File: config.mk
export PLATFORM = sky130hd
export DESIGN_NAME = mem_access_unit_flat
export DESIGN_NICKNAME = d
export VERILOG_FILES = /design/src/rtl/mem_access_unit_if.sv /design/src/rtl/mem_access_unit.sv /design/src/flat_wrapper.sv
export SDC_FILE = /design/constraint.sdc
export NUM_CORES = 1
export LEC_CHECK = 0
export ABC_AREA = 1
export BUFFER_PORTS_ARGS = -buffer_cell sky130_fd_sc_hd__buf_2
export CAP_MARGIN = 20
export CORE_ASPECT_RATIO = 1.75
export CORE_UTILIZATION = 50
export CTS_BUF_LIST = sky130_fd_sc_hd__clkbuf_4 sky130_fd_sc_hd__clkbuf_8
export CTS_CLUSTER_DIAMETER = 100
export CTS_CLUSTER_SIZE = 8
export DETAILED_ROUTE_END_ITERATION = 7
export PLACE_DENSITY = 0.87
export SLEW_MARGIN = 10
export SYNTH_ARGS = -nofsm -noshare
export SYNTH_HDL_FRONTEND = slang
export SYNTH_SLANG_ARGS = --single-unit
export TNS_END_PERCENT = 1
File: constraint.sdc
create_clock -name clk -period 2.4 [get_ports clk]
set_clock_uncertainty 0.15 [all_clocks]
set_input_delay 0.12 -clock clk [delete_from_list [all_inputs] [get_ports clk]]
set_output_delay 0.12 -clock clk [all_outputs]
set_load 0.005 [all_outputs]
File: src/rtl/mem_access_unit_if.sv
// Bus bundle between control/ALU, mem_access_unit and RAM.
// slave = the unit itself, master = the side driving requests and RAM data.
interface mem_access_unit_if #(
  parameter int ADDR_W = 8,
  parameter int DATA_W = 32
);
  logic              start;
  logic              rw;
  logic              ifetch;
  logic [1:0]        dt;
  logic              sign;
  logic [DATA_W-1:0] addr_in;
  logic [DATA_W-1:0] wdata;
  logic [DATA_W-1:0] mem_rdata;
  logic              mem_moc;
  logic [ADDR_W-1:0] mem_addr;
  logic [DATA_W-1:0] mem_wdata;
  logic              mem_mov;
  logic              mem_rw;
  logic [1:0]        mem_dt;
  logic [ADDR_W-1:0] mar;
  logic [DATA_W-1:0] mdr;
  logic [DATA_W-1:0] ir;
  logic              busy;
  logic              done;
  logic              err;

  modport slave (
    input  start, rw, ifetch, dt, sign,
    input  addr_in, wdata, mem_rdata, mem_moc,
    output mem_addr, mem_wdata, mem_mov,
    output mem_rw, mem_dt, mar, mdr, ir,
    output busy, done, err
  );

  modport master (
    output start, rw, ifetch, dt, sign,
    output addr_in, wdata, mem_rdata, mem_moc,
    input  mem_addr, mem_wdata, mem_mov,
    input  mem_rw, mem_dt, mar, mdr, ir,
    input  busy, done, err
  );
endinterface

File: src/rtl/mem_access_unit.sv
// Clocked MAR/MDR/IR with MOV/MOC handshake, alignment check, read extension.
// Optional ACCESS watchdog enabled by defining MAU_TIMEOUT_EN.
module mem_access_unit #(
  parameter int ADDR_W  = 8,
  parameter int DATA_W  = 32,
  parameter int TIMEOUT = 15
) (
  input logic              clk,
  input logic              clr,
  mem_access_unit_if.slave bus
);

  typedef enum logic [1:0] {
    IDLE,
    SETUP,
    ACCESS,
    DONE
  } state_t;

  state_t state_q, state_d;

  logic [ADDR_W-1:0] mar_q;
  logic [DATA_W-1:0] mdr_q;
  logic [DATA_W-1:0] ir_q;
  logic              rw_q;
  logic [1:0]        dt_q;
  logic              sign_q;
  logic              if_q;
  logic              err_q;

  logic              accept;
  logic              fetch_rd;
  logic [1:0]        dt_eff;
  logic              misalign;
  logic              complete;
  logic              expire;

  assign accept   = (state_q == IDLE) && bus.start;
  assign fetch_rd = bus.ifetch && bus.rw;

  always_comb begin
    dt_eff = bus.dt;
    if (fetch_rd || bus.dt == 2'b11) dt_eff = 2'b10;
  end

  always_comb begin
    misalign = 1'b0;
    unique case (1'b1)
      dt_eff == 2'b01: misalign = bus.addr_in[0];
      dt_eff == 2'b10: misalign = |bus.addr_in[1:0];
      default:         misalign = 1'b0;
    endcase
  end

  assign complete = (state_q == ACCESS) && bus.mem_moc;

`ifdef MAU_TIMEOUT_EN
  localparam int CNT_W = $clog2(TIMEOUT + 1);
  logic [CNT_W-1:0] cnt_q;

  // Last waiting cycle is TIMEOUT-1 so ACCESS lasts exactly TIMEOUT cycles.
  assign expire = (state_q == ACCESS) && !bus.mem_moc &&
                  (cnt_q == CNT_W'(TIMEOUT - 1));

  always_ff @(posedge clk or negedge clr) begin
    if (!clr) cnt_q <= '0;
    else if (state_q == SETUP) cnt_q <= '0;
    else if (state_q == ACCESS && !bus.mem_moc) cnt_q <= cnt_q + 1'b1;
  end
`else
  assign expire = 1'b0;
`endif

  function automatic logic [DATA_W-1:0] extend(
    input logic [DATA_W-1:0] d,
    input logic [1:0]        t,
    input logic              s
  );
    logic [DATA_W-1:0] r;
    r = d;
    case (t)
      2'b00:   r = {{(DATA_W-8){s & d[7]}}, d[7:0]};
      2'b01:   r = {{(DATA_W-16){s & d[15]}}, d[15:0]};
      default: r = d;
    endcase
    return r;
  endfunction

  always_ff @(posedge clk or negedge clr) begin
    if (!clr) state_q <= IDLE;
    else      state_q <= state_d;
  end

  always_comb begin
    state_d = state_q;
    case (state_q)
      IDLE:   if (bus.start) state_d = misalign ? DONE : SETUP;
      SETUP:  state_d = ACCESS;
      ACCESS: if (complete || expire) state_d = DONE;
      DONE:   state_d = IDLE;
      default: state_d = IDLE;
    endcase
  end

  always_ff @(posedge clk or negedge clr) begin
    if (!clr) begin
      mar_q  <= '0;
      mdr_q  <= '0;
      ir_q   <= '0;
      rw_q   <= 1'b0;
      dt_q   <= 2'b00;
      sign_q <= 1'b0;
      if_q   <= 1'b0;
      err_q  <= 1'b0;
    end else if (accept) begin
      mar_q  <= bus.addr_in[ADDR_W-1:0];
      rw_q   <= bus.rw;
      dt_q   <= dt_eff;
      sign_q <= bus.sign;
      if_q   <= fetch_rd;
      err_q  <= misalign;
      if (!bus.rw && !misalign) mdr_q <= bus.wdata;
    end else if (complete) begin
      if (rw_q && if_q)  ir_q  <= bus.mem_rdata;
      if (rw_q && !if_q) mdr_q <= extend(bus.mem_rdata, dt_q, sign_q);
    end else if (expire) begin
      err_q <= 1'b1;
    end
  end

  assign bus.mar       = mar_q;
  assign bus.mdr       = mdr_q;
  assign bus.ir        = ir_q;
  assign bus.mem_addr  = mar_q;
  assign bus.mem_wdata = mdr_q;
  assign bus.mem_rw    = rw_q;
  assign bus.mem_dt    = dt_q;
  assign bus.mem_mov   = (state_q == ACCESS);
  assign bus.busy      = (state_q != IDLE);
  assign bus.done      = (state_q == DONE);
  assign bus.err       = err_q;

endmodule
File: src/flat_wrapper.sv
// flat-port wrapper written by rule: the top's interface ports become plain ports
module mem_access_unit_flat 
#(
  parameter int ADDR_W  = 8,
  parameter int DATA_W  = 32,
  parameter int TIMEOUT = 15
)
  (clk, clr, bus_start, bus_rw, bus_ifetch, bus_dt, bus_sign, bus_addr_in, bus_wdata, bus_mem_rdata, bus_mem_moc, bus_mem_addr, bus_mem_wdata, bus_mem_mov, bus_mem_rw, bus_mem_dt, bus_mar, bus_mdr, bus_ir, bus_busy, bus_done, bus_err);
  mem_access_unit_if #(.ADDR_W(ADDR_W), .DATA_W(DATA_W)) bus_i ();
  input logic clk;
  input logic clr;
  input wire logic [$bits(bus_i.start)-1:0] bus_start;
  input wire logic [$bits(bus_i.rw)-1:0] bus_rw;
  input wire logic [$bits(bus_i.ifetch)-1:0] bus_ifetch;
  input wire logic [$bits(bus_i.dt)-1:0] bus_dt;
  input wire logic [$bits(bus_i.sign)-1:0] bus_sign;
  input wire logic [$bits(bus_i.addr_in)-1:0] bus_addr_in;
  input wire logic [$bits(bus_i.wdata)-1:0] bus_wdata;
  input wire logic [$bits(bus_i.mem_rdata)-1:0] bus_mem_rdata;
  input wire logic [$bits(bus_i.mem_moc)-1:0] bus_mem_moc;
  output wire logic [$bits(bus_i.mem_addr)-1:0] bus_mem_addr;
  output wire logic [$bits(bus_i.mem_wdata)-1:0] bus_mem_wdata;
  output wire logic [$bits(bus_i.mem_mov)-1:0] bus_mem_mov;
  output wire logic [$bits(bus_i.mem_rw)-1:0] bus_mem_rw;
  output wire logic [$bits(bus_i.mem_dt)-1:0] bus_mem_dt;
  output wire logic [$bits(bus_i.mar)-1:0] bus_mar;
  output wire logic [$bits(bus_i.mdr)-1:0] bus_mdr;
  output wire logic [$bits(bus_i.ir)-1:0] bus_ir;
  output wire logic [$bits(bus_i.busy)-1:0] bus_busy;
  output wire logic [$bits(bus_i.done)-1:0] bus_done;
  output wire logic [$bits(bus_i.err)-1:0] bus_err;
  assign bus_i.start = bus_start;
  assign bus_i.rw = bus_rw;
  assign bus_i.ifetch = bus_ifetch;
  assign bus_i.dt = bus_dt;
  assign bus_i.sign = bus_sign;
  assign bus_i.addr_in = bus_addr_in;
  assign bus_i.wdata = bus_wdata;
  assign bus_i.mem_rdata = bus_mem_rdata;
  assign bus_i.mem_moc = bus_mem_moc;
  assign bus_mem_addr = bus_i.mem_addr;
  assign bus_mem_wdata = bus_i.mem_wdata;
  assign bus_mem_mov = bus_i.mem_mov;
  assign bus_mem_rw = bus_i.mem_rw;
  assign bus_mem_dt = bus_i.mem_dt;
  assign bus_mar = bus_i.mar;
  assign bus_mdr = bus_i.mdr;
  assign bus_ir = bus_i.ir;
  assign bus_busy = bus_i.busy;
  assign bus_done = bus_i.done;
  assign bus_err = bus_i.err;
  mem_access_unit #(.ADDR_W(ADDR_W), .DATA_W(DATA_W), .TIMEOUT(TIMEOUT)) u_core (.clk(clk), .clr(clr), .bus(bus_i));
endmodule
-- Word-level counts from Yosys, hierarchy flattened
Cells that the tools add are included.
W data, S select, Z words.
- register bits: 80
- input bits: 105
- reductions and logical operators: 19
- equal/unequal tests: 10
- muxes and demuxes: 11
- bitwise operators: 3
- operator list (kind ; number):
    $mux W32 ; 4
    $pmux W32 S2 ; 1
    $eq A2 B2 Y1 const B ; 4
    $mux W2 ; 4
    $pmux W2 S4 ; 1
    $eq A2 B1 Y1 const B ; 3
    $logic_and A1 B1 Y1 ; 6
    $reduce_and A3 Y1 ; 2
    $reduce_bool A2 Y1 ; 3
    $logic_not A2 Y1 ; 2
    $ne A2 B2 Y1 const B ; 2
    $logic_not A1 Y1 ; 3
    $and A1 B1 Y1 ; 2
    $ne A2 B1 Y1 const B ; 1
    $pmux W1 S2 ; 1
    $reduce_and A2 Y1 ; 1
    $reduce_or A2 Y1 ; 1
    $logic_or A1 B1 Y1 ; 1
    $not A1 Y1 ; 1

-- Depth between registers and ports, before layout
- depth in word-level cells: 9
- depth in mapped cells: 13
- depth with buffers taken out: 12

-- Least setup slack after synthesis
OpenSTA, ideal clock, no wires.
- kind: input -> register
- start: input port bus_ifetch
- end: register u_core.mdr_q[28] (netlist: u_core.bus.mdr[28])
- arrival: 1500 ps
- data required time: 2134 ps
- path buffers: 1
- stages on the path: 12
- path slack: 634 ps
- path through: nand2_1 > nand2_1 > nor2_1 > inv_1 > ha_1 > nor2_1 > nand2_1 > nor2_1 > nor2_4 > buf_6 > nand2_1 > nand2_1
- longest elaborated chain between the ends: 9
- RTL lines (what ; RTL line ; RTL):
    from (decl) ; flat_wrapper.sv:14 ; input wire logic [$bits(bus_i.ifetch)-1:0] bus_ifetch;
    $logic_and A1 B1 Y1 * ; mem_access_unit.sv:39 ; assign fetch_rd = bus.ifetch && bus.rw;
    $logic_or A1 B1 Y1 * ; mem_access_unit.sv:43 ; if (fetch_rd || bus.dt == 2'b11) dt_eff = 2'b10;
    $mux W2 * ; mem_access_unit.sv:43 ;
    net u_core.dt_eff[1] ; mem_access_unit.sv:33 ; logic [1:0] dt_eff;
    $eq A2 B2 Y1 or $eq A2 B1 Y1 (tied branches) ; mem_access_unit.sv:50, mem_access_unit.sv:49 ;
    $pmux W1 S2 * ; mem_access_unit.sv:48 ; unique case (1'b1)
    $logic_not A1 Y1 * ; mem_access_unit.sv:122 ; if (!bus.rw && !misalign) mdr_q <= bus.wdata;
    $logic_and A1 B1 Y1 * ; mem_access_unit.sv:122 ;
    $ne A2 B2 Y1 (no source line) * ; -- ;
    $reduce_and A3 Y1 (no source line) * ; -- ;
    to (signal assigned) ; mem_access_unit.sv:122 ;
    to (signal assigned) ; mem_access_unit.sv:125 ; if (rw_q && !if_q) mdr_q <= extend(bus.mem_rdata, dt_q, sign_q);
    to (decl) ; mem_access_unit.sv:23 ; logic [DATA_W-1:0] mdr_q;
Mark *: on every way through the listed nets, which the timed path passes. The rest lies on a longest branch.
A chain may end at the register's enable or synchronous reset.

-- Worst setup path in the final report
- start: input port bus_rw
- end: register u_core.mdr_q[25] (netlist: u_core.bus.mdr[25])
- longest elaborated chain between the ends: 9
- RTL lines (what ; RTL line ; RTL):
    from (decl) ; flat_wrapper.sv:13 ; input wire logic [$bits(bus_i.rw)-1:0] bus_rw;
    $logic_and A1 B1 Y1 * ; mem_access_unit.sv:39 ;
    $logic_or A1 B1 Y1 * ; mem_access_unit.sv:43 ;
    $mux W2 * ; mem_access_unit.sv:43 ;
    net u_core.dt_eff[1] ; mem_access_unit.sv:33 ;
    $eq A2 B2 Y1 or $eq A2 B1 Y1 (tied branches) ; mem_access_unit.sv:50, mem_access_unit.sv:49 ;
    $pmux W1 S2 * ; mem_access_unit.sv:48 ;
    $logic_not A1 Y1 * ; mem_access_unit.sv:122 ;
    $logic_and A1 B1 Y1 * ; mem_access_unit.sv:122 ;
    $ne A2 B2 Y1 (no source line) * ; -- ;
    $reduce_and A3 Y1 (no source line) * ; -- ;
Marks and branches as above.

==> flow_summary.yaml <==
placement:
  place_congestion: 0.876
  pre_cts_slack_ns: 0.163
  io_buffer_count: 199
  dp_hpwl_mm: 8.16
  placed_cell_area_um2: 5120
min_path:
  min_to: "u_core.bus.mdr[16]"
  holdPathStages: 7
  hold_start: "bus_wdata[16]"
  hp-class: "input port to flip-flop"
synthesis:
  synthCells: 564
  synth_edf_count: 0
  synthesis.nets: 675
  syn_area_um2: 4410
  synth_xor_area_share_pct: 0
  synth.avg_cell_area_um2: 7.82
  yosys.area_share.simple_pct: 28.2
  synth.top_cells.by_count: "nand2_1, dfrtp_1, inv_1"
  synth_fa_ha_area_share_pct: 1.70
  ys_seq_area_share_pct: 45.4
  yosys_warnings: 0
  synth_compound_gate_area_share_pct: 8.03
  async_reset_ff_share_pct: 100
  synth_top_family_by_area: "simple AND/OR/NAND/NOR gates"
  ys.flop_type: "dfrtp_1"
  ys_ff_latch: 80
  yosys.area.top_type_share_pct: 45.4
  synth_cell_types: 24
  synthTopCellsByArea: "dfrtp_1, nand2_1, buf_4"
  synth_top_cell_by_area: "dfrtp_1"
  synthMuxAreaShare_pct: 0
  yosysMostFrequentCell: "nand2_1"
layout:
  regArea_um2: 2000
  fillers: 599
  layout.nets: 901
  stdcell_area_um2: 6100
  multi_input_area_um2: 1700
  syn_to_final_growth_pct: 38.2
  layout-drive-gt1-share_pct: 33.8
clocking:
  clk_path_buf_depth: 2
  htreeDepth: 3
  cts_tree: "done"
  cts.clk_slew.worst_paths_ns: 0.08
  cts_buffers: 9
  cts_sinks: 80
  clockRootBuffer: "clkbuf_8"
  clk_latency_ns: 0.35
sta:
  setup_violations: 0
  timing.final.ws_setup_ns: 0.104
  slew_headroom_pct: 66.0
  finalMaxSlewViolations: 0
  period_minus_slack_ns: 2.30
  max_freq_mhz: 436
  finalCritPeriodShare_pct: 95.7
  hold_viol: 0
  worst_pin_slew_ns: 0.510
critical_path:
  r2r_cells: 8
  critPathMaxFanout: 12
  end_kind: "flip-flop"
  max_stage_delay_ns: 0.52
  slowest_stage: "dlygate4sd3_1"
  start_kind: "input port"
  crit_arrival_ns: 2.40
  crit_family: "simple AND/OR/NAND/NOR gates"
  required_ns: 2.50
  crit_chain: "dlygate4sd3_1, buf_2, nand2_1, nand2_1, nor2_2, inv_1, ha_1, nor2_2, nand2_1, nor2_4, nor2_4, buf_12, nand2_1, nand2_1"
  cp_common_cell: "nand2_1"
  path_class: "input port to flip-flop"
  crit_buf_inv: 4
  reg2reg_from: "u_core.state_q[0]"
  r2r_end: "u_core.bus.ir[6]"
  reg2reg_slack_ns: 0.16
floorplan:
  dieHeight_um: 126
  die-area_um2: 9220
  fp.dieW_um: 73.0
  start_util_pct: 51.2
  top_level_ports: 224
  core_um2: 8610
  rows: 45
routing:
  ant_nets: 0
  dr.pass1.iters: 7
  wire_per_inst_um: 14.9
  avgViaCountPerCell: 5.02
  vias: 4576
  drtIter0Drc: 386
  wl_mm: 13.6
  drc: 0
global_routing:
  grt_overflow: 0
  grt_pass1_vias: 4604
  grt_max_degree: 49
  grt_pass1_wl_mm: 21.8
  grt.total_usage_pct: 31.2
  antenna_found_initial: 0
flow_run:
  maxCapViolations: 0
power:
  p_leak_nw: 3.68
  ir_worst_vdd_mv: 0.661
  p_per_area_nw_per_um2: 1080
status:
  status: "completed"
## cell type report
class	count	area share, %
Antenna cell	1	0.0411
Sequential cell	80	32.8
Timing Repair Buffer	278	29.7
Inverter	63	3.92
Multi-Input combinational cell	358	28.0
Clock buffer	11	2.38
Clock inverter	4	0.739
Tap cell	117	2.40
## cell usage in the layout, fill, tap and decap left out, drive strengths merged, types with 3 or more instances in the layout
master,count
nor2,10
nand2,265
dlygate4sd3,73
inv,63
clkbuf,11
buf,205
nand3,27
clkinv,3
o21ai,47
dfrtp,80
ha,6
## power breakdown
part | internal (mW) | switching (mW)
Combinational | 1.37 | 1.82
Sequential | 1.96 | 0.442
Clock | 0.510 | 0.474
Total | 3.84 | 2.74
## routing by layer
layer / track usage [%] / vias up / routed length [um]
met5: 0 / - / 0
met4: 18.8 / 0 / 618
met3: 7.12 / 67 / 833
met2: 54.1 / 282 / 7360
met1: 33.2 / 2111 / 4760
li1: - / 2116 / -
## kinds of logic after synthesis
group | Yosys count
compound gates | 48
simple gates | 303
flops | 80
buf+inv | 127
fa+ha+maj | 6
## worst reg2reg max path: cells and delay by family (launching register included)
family | cells | cell delay (ns)
AO/OA/AOI/OAI | 1 | 0.09
flip-flops | 1 | 0.39
buffers and inverters | 2 | 0.44
AND/OR/NAND/NOR | 4 | 0.87
adder cells (fa/ha/maj) | 1 | 0.24
## stage by stage
step | setup TNS (ns) | util, % | power (mW) | cells | hold WS, ns
detailed placement | 0 | 59.4 | 5.35 | 821 | -0.0329
CTS | 0 | 70.1 | 6.43 | 909 | 0.00190
global route | -0.120 | 70.7 | 7.11 | 911 | 0.0504
floorplan | 0 | - | 4.45 | 564 | -0.326
global placement | 0 | 59.4 | 5.20 | 821 | -0.0358
finish | 0 | 70.8 | 6.58 | 912 | 0.0230
## registers in the layout, summed over array words and instances, names as in the netlist
| register | count |
|---|---|
| u_core.bus.ir | 32 |
| u_core.if_q | 1 |
| u_core.bus.mdr | 32 |
| u_core.bus.mem_rw | 1 |
| u_core.bus.err | 1 |
| u_core.bus.mem_dt | 2 |
| u_core.sign_q | 1 |
| u_core.state_q | 2 |
| u_core.bus.mar | 8 |
## what timing repair did
| action | in CTS | in global routing |
|---|---|---|
| hold buffers | 73 | 0 |
| endpoints found under the setup margin | 0 | 32 |
| buffers inserted | 0 | 1 |
| gates resized for setup | 0 | 6 |
| hold endpoints to repair | 119 | 0 |
## worst max-delay path by stage
stage | depth (start not counted) | slack (ns) | to | startpoint
after floorplan | 12 | 0.63 | u_core.bus.mdr[28] | bus_ifetch
after global placement | 8 | 0.27 | u_core.bus.mdr[20] | u_core.state_q[0]
after global routing | 14 | -0.03 | u_core.bus.mdr[14] | bus_rw
after detailed placement | 8 | 0.16 | u_core.bus.mdr[30] | u_core.state_q[0]
final | 14 | 0.10 | u_core.bus.mdr[25] | bus_rw
after CTS | 14 | 0.04 | u_core.bus.mdr[30] | bus_rw
Power figures use the tool's default switching activity.
